**src/rtl/ptp_bridge_dbg_cntr_pkg.sv**
```systemverilog
// Shared definitions for the PTP bridge TX debug counter bank:
// register offsets, CTRL bit positions, CTRL layout and counter count.
package ptp_bridge_dbg_cntr_pkg;

  // Register word offsets relative to BASE_ADDR
  localparam int OFF_ID        = 0;
  localparam int OFF_CTRL      = 1;
  localparam int OFF_OVF       = 2;
  localparam int OFF_CNTR_BASE = 4;

  // CTRL bit indices
  localparam int CTRL_SNAP   = 0;
  localparam int CTRL_CLR    = 1;
  localparam int CTRL_FREEZE = 2;
  localparam int CTRL_SAT    = 3;

  localparam logic [15:0] ID_MAGIC = 16'hDB7C;

  typedef struct packed {
    logic [27:0] rsvd;
    logic        sat;
    logic        freeze;
    logic        clr;
    logic        snap;
  } ctrl_t;

  // dma2iwadj[N] + iwadj2iarb[N+1] + iarb2hssi[1]
  function automatic int num_cntr(input int num_dma_chnl);
    return 2 * num_dma_chnl + 2;
  endfunction

endpackage

```
**src/rtl/ptp_bridge_dbg_cntr.sv**
```systemverilog
// One debug packet counter: live count, snapshot copy and overflow event.
// Build option PTP_BRIDGE_DBG_CNTR_SAT_EN makes the live count saturate
// at all-ones instead of wrapping.
module ptp_bridge_dbg_cntr #(
  parameter int CNTR_WIDTH = 32
) (
  input  logic                  clk,
  input  logic                  rst,
  input  logic                  inc,
  input  logic                  clr,
  input  logic                  freeze,
  input  logic                  snap,
  output logic [CNTR_WIDTH-1:0] snapshot,
  output logic                  ovf
);

  logic [CNTR_WIDTH-1:0] live;
  logic                  at_max;
  logic                  step;

  // A clear swallows a coincident pulse; freeze drops pulses entirely
  assign at_max = &live;
  assign step   = inc & ~freeze & ~clr;
  assign ovf    = step & at_max;

  // Live count: clear has priority over increment
  always_ff @(posedge clk or posedge rst) begin
    if (rst) begin
      live <= '0;
    end else if (clr) begin
      live <= '0;
    end else if (step) begin
`ifdef PTP_BRIDGE_DBG_CNTR_SAT_EN
      if (!at_max) live <= live + CNTR_WIDTH'(1);
`else
      live <= live + CNTR_WIDTH'(1);
`endif
    end
  end

  // Snapshot takes the pre-clear live value when SNAP and CLR coincide
  always_ff @(posedge clk or posedge rst) begin
    if (rst) begin
      snapshot <= '0;
    end else if (snap) begin
      snapshot <= live;
    end else if (clr) begin
      snapshot <= '0;
    end
  end

endmodule

```
**src/rtl/ptp_bridge_tx_dbg_cntr_bank.sv**
```systemverilog
// TX debug statistics bank for one PTP bridge pipe. Counts packets per DMA
// channel at DMA->igr_wadj, igr_wadj/user->igr_arb and igr_arb->HSSI, with
// global snapshot/clear/freeze and coherent 64-bit reads over AVMM.
// Build option PTP_BRIDGE_DBG_CNTR_SAT_EN: saturating counters, CTRL bit3 = 1.
module ptp_bridge_tx_dbg_cntr_bank
  import ptp_bridge_dbg_cntr_pkg::*;
#(
  parameter int INST_ID      = 0,
  parameter int NUM_DMA_CHNL = 3,
  parameter int BASE_ADDR    = 'h0,
  parameter int ADDR_WIDTH   = 8,
  parameter int DATA_WIDTH   = 32,
  parameter int CNTR_WIDTH   = 32
) (
  input  logic                    clk,
  input  logic                    rst,
  input  logic [ADDR_WIDTH-1:0]   avmm_address,
  input  logic                    avmm_read,
  input  logic                    avmm_write,
  input  logic [DATA_WIDTH-1:0]   avmm_writedata,
  input  logic [3:0]              avmm_byteenable,
  output logic [DATA_WIDTH-1:0]   avmm_readdata,
  output logic                    avmm_readdatavalid,
  input  logic [NUM_DMA_CHNL-1:0] dma2iwadj_inc,
  input  logic [NUM_DMA_CHNL:0]   iwadj2iarb_inc,
  input  logic                    iarb2hssi_inc
);

  localparam int NUM_CNTR = num_cntr(NUM_DMA_CHNL);
  localparam int CIDX_W   = ADDR_WIDTH - 1;

  logic [NUM_CNTR-1:0]   inc_vec;
  logic [NUM_CNTR-1:0]   ovf_evt;
  logic [NUM_CNTR-1:0]   ovf_q;
  logic                  freeze_q;
  logic [63:0]           snap64 [NUM_CNTR];
  logic [31:0]           shadow_q;
  logic [CIDX_W-1:0]     shadow_idx;
  logic                  shadow_vld;
  logic                  borrow;
  logic                  in_range;
  logic [ADDR_WIDTH-1:0] offset;
  logic [ADDR_WIDTH-1:0] cntr_off;
  logic [CIDX_W-1:0]     cidx;
  logic                  cntr_hit;
  logic                  wr_en;
  logic                  ctrl_wr;
  logic                  ovf_wr;
  logic                  snap;
  logic                  clr;
  ctrl_t                 ctrl_rd;
  logic [31:0]           rd_data;
  logic [31:0]           sel_lo;
  logic [31:0]           sel_hi;
  logic                  unused_bits;

  assign inc_vec = {iarb2hssi_inc, iwadj2iarb_inc, dma2iwadj_inc};

  // Address decode; the borrow flags addresses below BASE_ADDR
  assign {borrow, offset} = {1'b0, avmm_address} - {1'b0, ADDR_WIDTH'(BASE_ADDR)};
  assign in_range = ~borrow;
  assign cntr_off = offset - ADDR_WIDTH'(OFF_CNTR_BASE);
  assign cidx     = cntr_off[ADDR_WIDTH-1:1];
  assign cntr_hit = in_range && (offset >= ADDR_WIDTH'(OFF_CNTR_BASE)) &&
                    (cntr_off < ADDR_WIDTH'(2 * NUM_CNTR));

  // A read in the same cycle as a write takes precedence; the write is dropped
  assign wr_en   = avmm_write && !avmm_read && in_range;
  assign ctrl_wr = wr_en && (offset == ADDR_WIDTH'(OFF_CTRL)) && avmm_byteenable[0];
  assign ovf_wr  = wr_en && (offset == ADDR_WIDTH'(OFF_OVF));
  assign snap    = ctrl_wr && avmm_writedata[CTRL_SNAP];
  assign clr     = ctrl_wr && avmm_writedata[CTRL_CLR];

  assign unused_bits = ^{avmm_writedata, avmm_byteenable};

  for (genvar g = 0; g < NUM_CNTR; g++) begin : g_cntr
    logic [CNTR_WIDTH-1:0] snap_w;
    ptp_bridge_dbg_cntr #(
      .CNTR_WIDTH (CNTR_WIDTH)
    ) u_cntr (
      .clk      (clk),
      .rst      (rst),
      .inc      (inc_vec[g]),
      .clr      (clr),
      .freeze   (freeze_q),
      .snap     (snap),
      .snapshot (snap_w),
      .ovf      (ovf_evt[g])
    );
    assign snap64[g] = 64'(snap_w);
  end

  assign ctrl_rd.rsvd   = '0;
`ifdef PTP_BRIDGE_DBG_CNTR_SAT_EN
  assign ctrl_rd.sat    = 1'b1;
`else
  assign ctrl_rd.sat    = 1'b0;
`endif
  assign ctrl_rd.freeze = freeze_q;
  assign ctrl_rd.clr    = 1'b0;
  assign ctrl_rd.snap   = 1'b0;

  // Select the addressed snapshot's low and high words
  always_comb begin
    sel_lo = '0;
    sel_hi = '0;
    for (int i = 0; i < NUM_CNTR; i++) begin
      if (int'(cidx) == i) begin
        sel_lo = snap64[i][31:0];
        sel_hi = snap64[i][63:32];
      end
    end
  end

  // Read data mux; unmapped and out-of-range offsets return zero
  always_comb begin
    rd_data = '0;
    if (cntr_hit) begin
      if (!cntr_off[0])                              rd_data = sel_lo;
      else if (shadow_vld && (shadow_idx == cidx))   rd_data = shadow_q;
      else                                           rd_data = sel_hi;
    end else if (in_range) begin
      if (offset == ADDR_WIDTH'(OFF_ID))
        rd_data = {ID_MAGIC, 8'(NUM_DMA_CHNL), 8'(INST_ID)};
      else if (offset == ADDR_WIDTH'(OFF_CTRL))
        rd_data = ctrl_rd;
      else if (offset == ADDR_WIDTH'(OFF_OVF))
        rd_data = 32'(ovf_q);
    end
  end

  // Read response: registered, one cycle after the strobe
  always_ff @(posedge clk or posedge rst) begin
    if (rst) begin
      avmm_readdata      <= '0;
      avmm_readdatavalid <= 1'b0;
    end else begin
      avmm_readdatavalid <= avmm_read;
      avmm_readdata      <= avmm_read ? rd_data : '0;
    end
  end

  // Low-word read captures the matching high word so the pair is coherent
  always_ff @(posedge clk or posedge rst) begin
    if (rst) begin
      shadow_q   <= '0;
      shadow_idx <= '0;
      shadow_vld <= 1'b0;
    end else if (avmm_read && cntr_hit) begin
      if (!cntr_off[0]) begin
        shadow_q   <= sel_hi;
        shadow_idx <= cidx;
        shadow_vld <= 1'b1;
      end else if (shadow_idx == cidx) begin
        shadow_vld <= 1'b0;
      end
    end
  end

  // Sticky overflow flags, write-1-to-clear; a new event beats the clear
  always_ff @(posedge clk or posedge rst) begin
    if (rst) begin
      ovf_q <= '0;
    end else if (clr) begin
      ovf_q <= '0;
    end else begin
      ovf_q <= (ovf_q & ~(ovf_wr ? avmm_writedata[NUM_CNTR-1:0] : '0)) | ovf_evt;
    end
  end

  // FREEZE is the only persistent CTRL bit
  always_ff @(posedge clk or posedge rst) begin
    if (rst) begin
      freeze_q <= 1'b0;
    end else if (ctrl_wr) begin
      freeze_q <= avmm_writedata[CTRL_FREEZE];
    end
  end

endmodule

```
**config.mk**
```make
export PLATFORM = sky130hd
export DESIGN_NAME = ptp_bridge_tx_dbg_cntr_bank
export DESIGN_NICKNAME = d
export VERILOG_FILES = /design/src/rtl/ptp_bridge_dbg_cntr_pkg.sv /design/src/rtl/ptp_bridge_dbg_cntr.sv /design/src/rtl/ptp_bridge_tx_dbg_cntr_bank.sv
export SDC_FILE = /design/constraint.sdc
export NUM_CORES = 2
export LEC_CHECK = 0
export BUFFER_PORTS_ARGS = -buffer_cell sky130_fd_sc_hd__buf_2
export CORE_UTILIZATION = 29
export DETAILED_ROUTE_END_ITERATION = 16
export HOLD_SLACK_MARGIN = 0.1
export PLACE_DENSITY = 0.45
export SYNTH_ARGS = -nofsm -noshare
export SYNTH_HDL_FRONTEND = slang
export SYNTH_HIERARCHICAL = 1
export SYNTH_SLANG_ARGS = --single-unit
```
**constraint.sdc**
```tcl
create_clock -name clk -period 1.9 [get_ports clk]
set_input_delay 0.095 -clock clk [delete_from_list [all_inputs] [get_ports clk]]
set_output_delay 0.095 -clock clk [all_outputs]
set_load 0.01 [all_outputs]
```
==> flow_summary.toml <==
[yosys]
synthArstFlopShare_pct = 100.0
synth_edf_count = 0
yosys_warnings = 6
yosysSeqAreaShare_pct = 49.98
syn_area_per_cell_um2 = 10.12
synth_ff_type = "dfrtp_1"
syn_nets = 2807
ys_ff_latch = 554
netlist_instances = 2741
netlist_area_um2 = 27740
yosysUniqueCellTypes = 57

[clock_tree]
clock-sinks = 554
clock-root-buffer = "clkbuf_16"
cts.htree.levels = 3
cts_tree = "built"
clkSlewWorstSetupHoldPaths_ns = 0.06
cts_buffers = 67
cts.path.max_buffers = 3
insertion_delay_ns = 0.61

[die]
ios = 89
die_w_um = 311.3
start_util_pct = 29.24
dieArea_um2 = 96890
dieHeight_um = 311.3
rows = 113
core_area_um2 = 94870

[grt]
grt_pass1_wl_mm = 146.3
grt_pass1_vias = 23603
grt.total_usage_pct = 19.44
grt_max_degree = 73
grt-ovfl-total = 0
antenna_found_initial = 1

[sta]
setup_viol = 157
finalHoldViolCount = 0
tightest_slew_ns = 0.7347
min_period_ns = 2.207
rsz0062_at_grt = "yes"
fin_skew_ns = 0.02216
fin_tns_setup_ns = -24.93
maxSlewHeadroom_pct = 50.50
fmax_ghz = 0.4531
fin_ws_ns = -0.3068
finalMaxSlewViolations = 0
period_share_pct = 116.1

[worst_hold_path]
hold_end = "avmm_readdata[2]"
hold_path.startpoint = "avmm_address[2]"
holdPathStages = 5
hold_class = "in2reg"

[finish]
area_delta_synth_final_pct = 28.57
drive_gt1_share_pct = 27.29
layout.cells.non_filler = 4460
finalNetCount = 3212
fillers = 9384
antenna_cells = 0

[critical_path]
r2r_end = "g_cntr[4].u_cntr/live[22]"
crit_fanout = 15
r2r_setup_slack_ns = -0.31
cp-end-kind = "register"
crit_chain = "buf_12 > nand4b_1 > or3_4 > buf_6 > or4_1 > a21oi_2"
crit_type = "reg2reg"
worst_path_largest_cell_delay_ns = 0.52
critPathBufInv = 2
critical_path.top_delay_family = "simple AND/OR/NAND/NOR gates"
worst_r2r_startpoint = "freeze_q"
worst_ep_required_time_ns = 2.45
critPathLaunchType = "register"
rr_worst_depth = 6
critPathArrivalTime_ns = 2.75
cp_slowest_cell = "or4_1"

[placed_design]
place_congestion = 0.9048
place_ws_ns = -0.3976
dp_hpwl_mm = 69.23
dp_cells = 4288
numPortBuffers = 61

[routing]
wl_per_cell_um = 21.46
drc_errors = 0
vias = 23581
dr.pass1.iters = 5
vias_per_cell = 5.287
drt_iter0_drc = 1790
ant_nets = 0
drt-total-wl_mm = 95.72

[power_and_ir_drop]
vdd.ir_drop.worst_v = 0.0005399
power.total_mw = 29.94
powerDensity_nw_per_um2 = 839.5
leakage_nw = 15.11

[status]
status = "complete, but fails checks"
violations = "setup timing"

[flow_run]
maxCapViolCount = 0
==> per-layer routing <==
metal	GRT usage [%]	vias to the layer above	wire length [um]
met2	30.90	506	44570
met1	27.11	12048	43930
met3	3.121	127	4479
li1	-	10898	-
met5	0	-	20
met4	5.855	2	2720
==> per-stage QoR <==
step	area [um2]	util [%]	hold WS, ns
6_report	35670	37.59	0.1697
5_1_grt	35670	37.59	0.1857
4_1_cts	35040	36.94	0.1493
3_5_place_dp	32210	33.95	0.2838
3_3_place_gp	32210	33.95	0.2777
2_1_floorplan	27900	-	0.1264
==> final cells by class <==
class | count | area, um2 | area share (%)
Sequential cell | 554 | 13860 | 38.87
Multi-Input combinational cell | 1946 | 13410 | 37.61
Timing Repair Buffer | 538 | 4424 | 12.40
Clock buffer | 106 | 2118 | 5.939
Tap cell | 1265 | 1583 | 4.438
Inverter | 39 | 148.9 | 0.4175
Clock inverter | 12 | 113.9 | 0.3192
==> power by group <==
group / switching, mW / leakage, nW / internal [mW]
clock network: 5.19 / 1.11 / 7.89
registers: 0.638 / 7.61 / 12.4
logic: 2.03 / 6.39 / 1.81
total: 7.86 / 15.1 / 22.1
==> state kept, by name, indices dropped and copies added (netlist names) <==
name                    cells
g_cntr.u_cntr/live        256
g_cntr.u_cntr/snapshot    256
avmm_readdata              32
ovf_q                       8
avmm_readdatavalid          1
freeze_q                    1
==> layout by cell type (no fill, tap or decap), types with 16 or more instances in the layout <==
| cell type | instances |
|---|---|
| nor4_1 | 16 |
| nand2_1 | 258 |
| o31ai_1 | 106 |
| nor2b_1 | 45 |
| mux4_2 | 30 |
| o21ai_0 | 233 |
| dlygate4sd3_1 | 20 |
| dfrtp_1 | 553 |
| inv_1 | 29 |
| buf_6 | 32 |
| buf_4 | 396 |
| nand2b_1 | 153 |
| or4_4 | 53 |
| and4_1 | 50 |
| a22o_1 | 96 |
| xor2_1 | 40 |
| xnor2_1 | 48 |
| nand4b_1 | 21 |
| buf_12 | 28 |
| or4_1 | 51 |
| clkbuf_8 | 21 |
| a21oi_2 | 55 |
| nand4_1 | 73 |
| nand3b_1 | 23 |
| nand3_1 | 56 |
| mux2i_1 | 20 |
| clkbuf_16 | 71 |
| buf_2 | 60 |
| a21oi_1 | 119 |
| or3_1 | 46 |
| nor2_1 | 148 |
==> worst min-delay path: cells and delay by family <==
family / cells / cell delay (ns)
fa+ha+maj: 1 / 0.17
buf+inv: 2 / 0.15
compound gates: 2 / 0.30
==> what timing repair did <==
item,CTS,global route
resized for setup,66,134
gates cloned,3,3
endpoints found under the hold margin,471,0
buffers inserted,19,10
pin swaps,42,23
hold buffers,20,0
endpoints found under the setup margin,151,196
==> kinds of logic (layout without fill, tap and decap cells) <==
logic type      Yosys count  count (layout)  share of synthesized area [%]
compound gates          703             703                          16.31
xor+xnor                 89              89                          2.837
fa+ha+maj                10              10                         0.4511
buf+inv                 242             695                          4.317
flops                   554             554                          49.98
mux                      67              67                          3.848
simple gates           1076            1077                          22.26
==> synth_stat cells (all sizes together), types with 63 or more instances <==
library cell / count / area, um2
a22o: 104 / 920.9
nand4: 81 / 626.9
o31ai: 118 / 899.6
o21ai: 235 / 1176
dfrtp: 554 / 13860
nand2: 258 / 968.4
clkbuf: 129 / 484.2
or3: 63 / 404.1
a21oi: 174 / 874.6
or4: 104 / 780.8
nor2: 153 / 579.3
buf: 66 / 486.7
nand2b: 153 / 957.2
==> worst max-delay path by stage <==
stage                         start                   endpoint  slack, ns  depth (start not counted)
floorplan           avmm_address[2]          avmm_readdata[22]      -0.18                         12
global placement    avmm_address[3]          avmm_readdata[31]      -0.36                         10
detailed placement  avmm_address[3]          avmm_readdata[31]      -0.40                         10
CTS                        freeze_q  g_cntr[0].u_cntr/live[26]      -0.27                          6
global route               freeze_q  g_cntr[7].u_cntr/live[21]      -0.36                          7
finish                     freeze_q  g_cntr[4].u_cntr/live[22]      -0.31                          6
No activity file was read; power rests on OpenSTA's default activity.
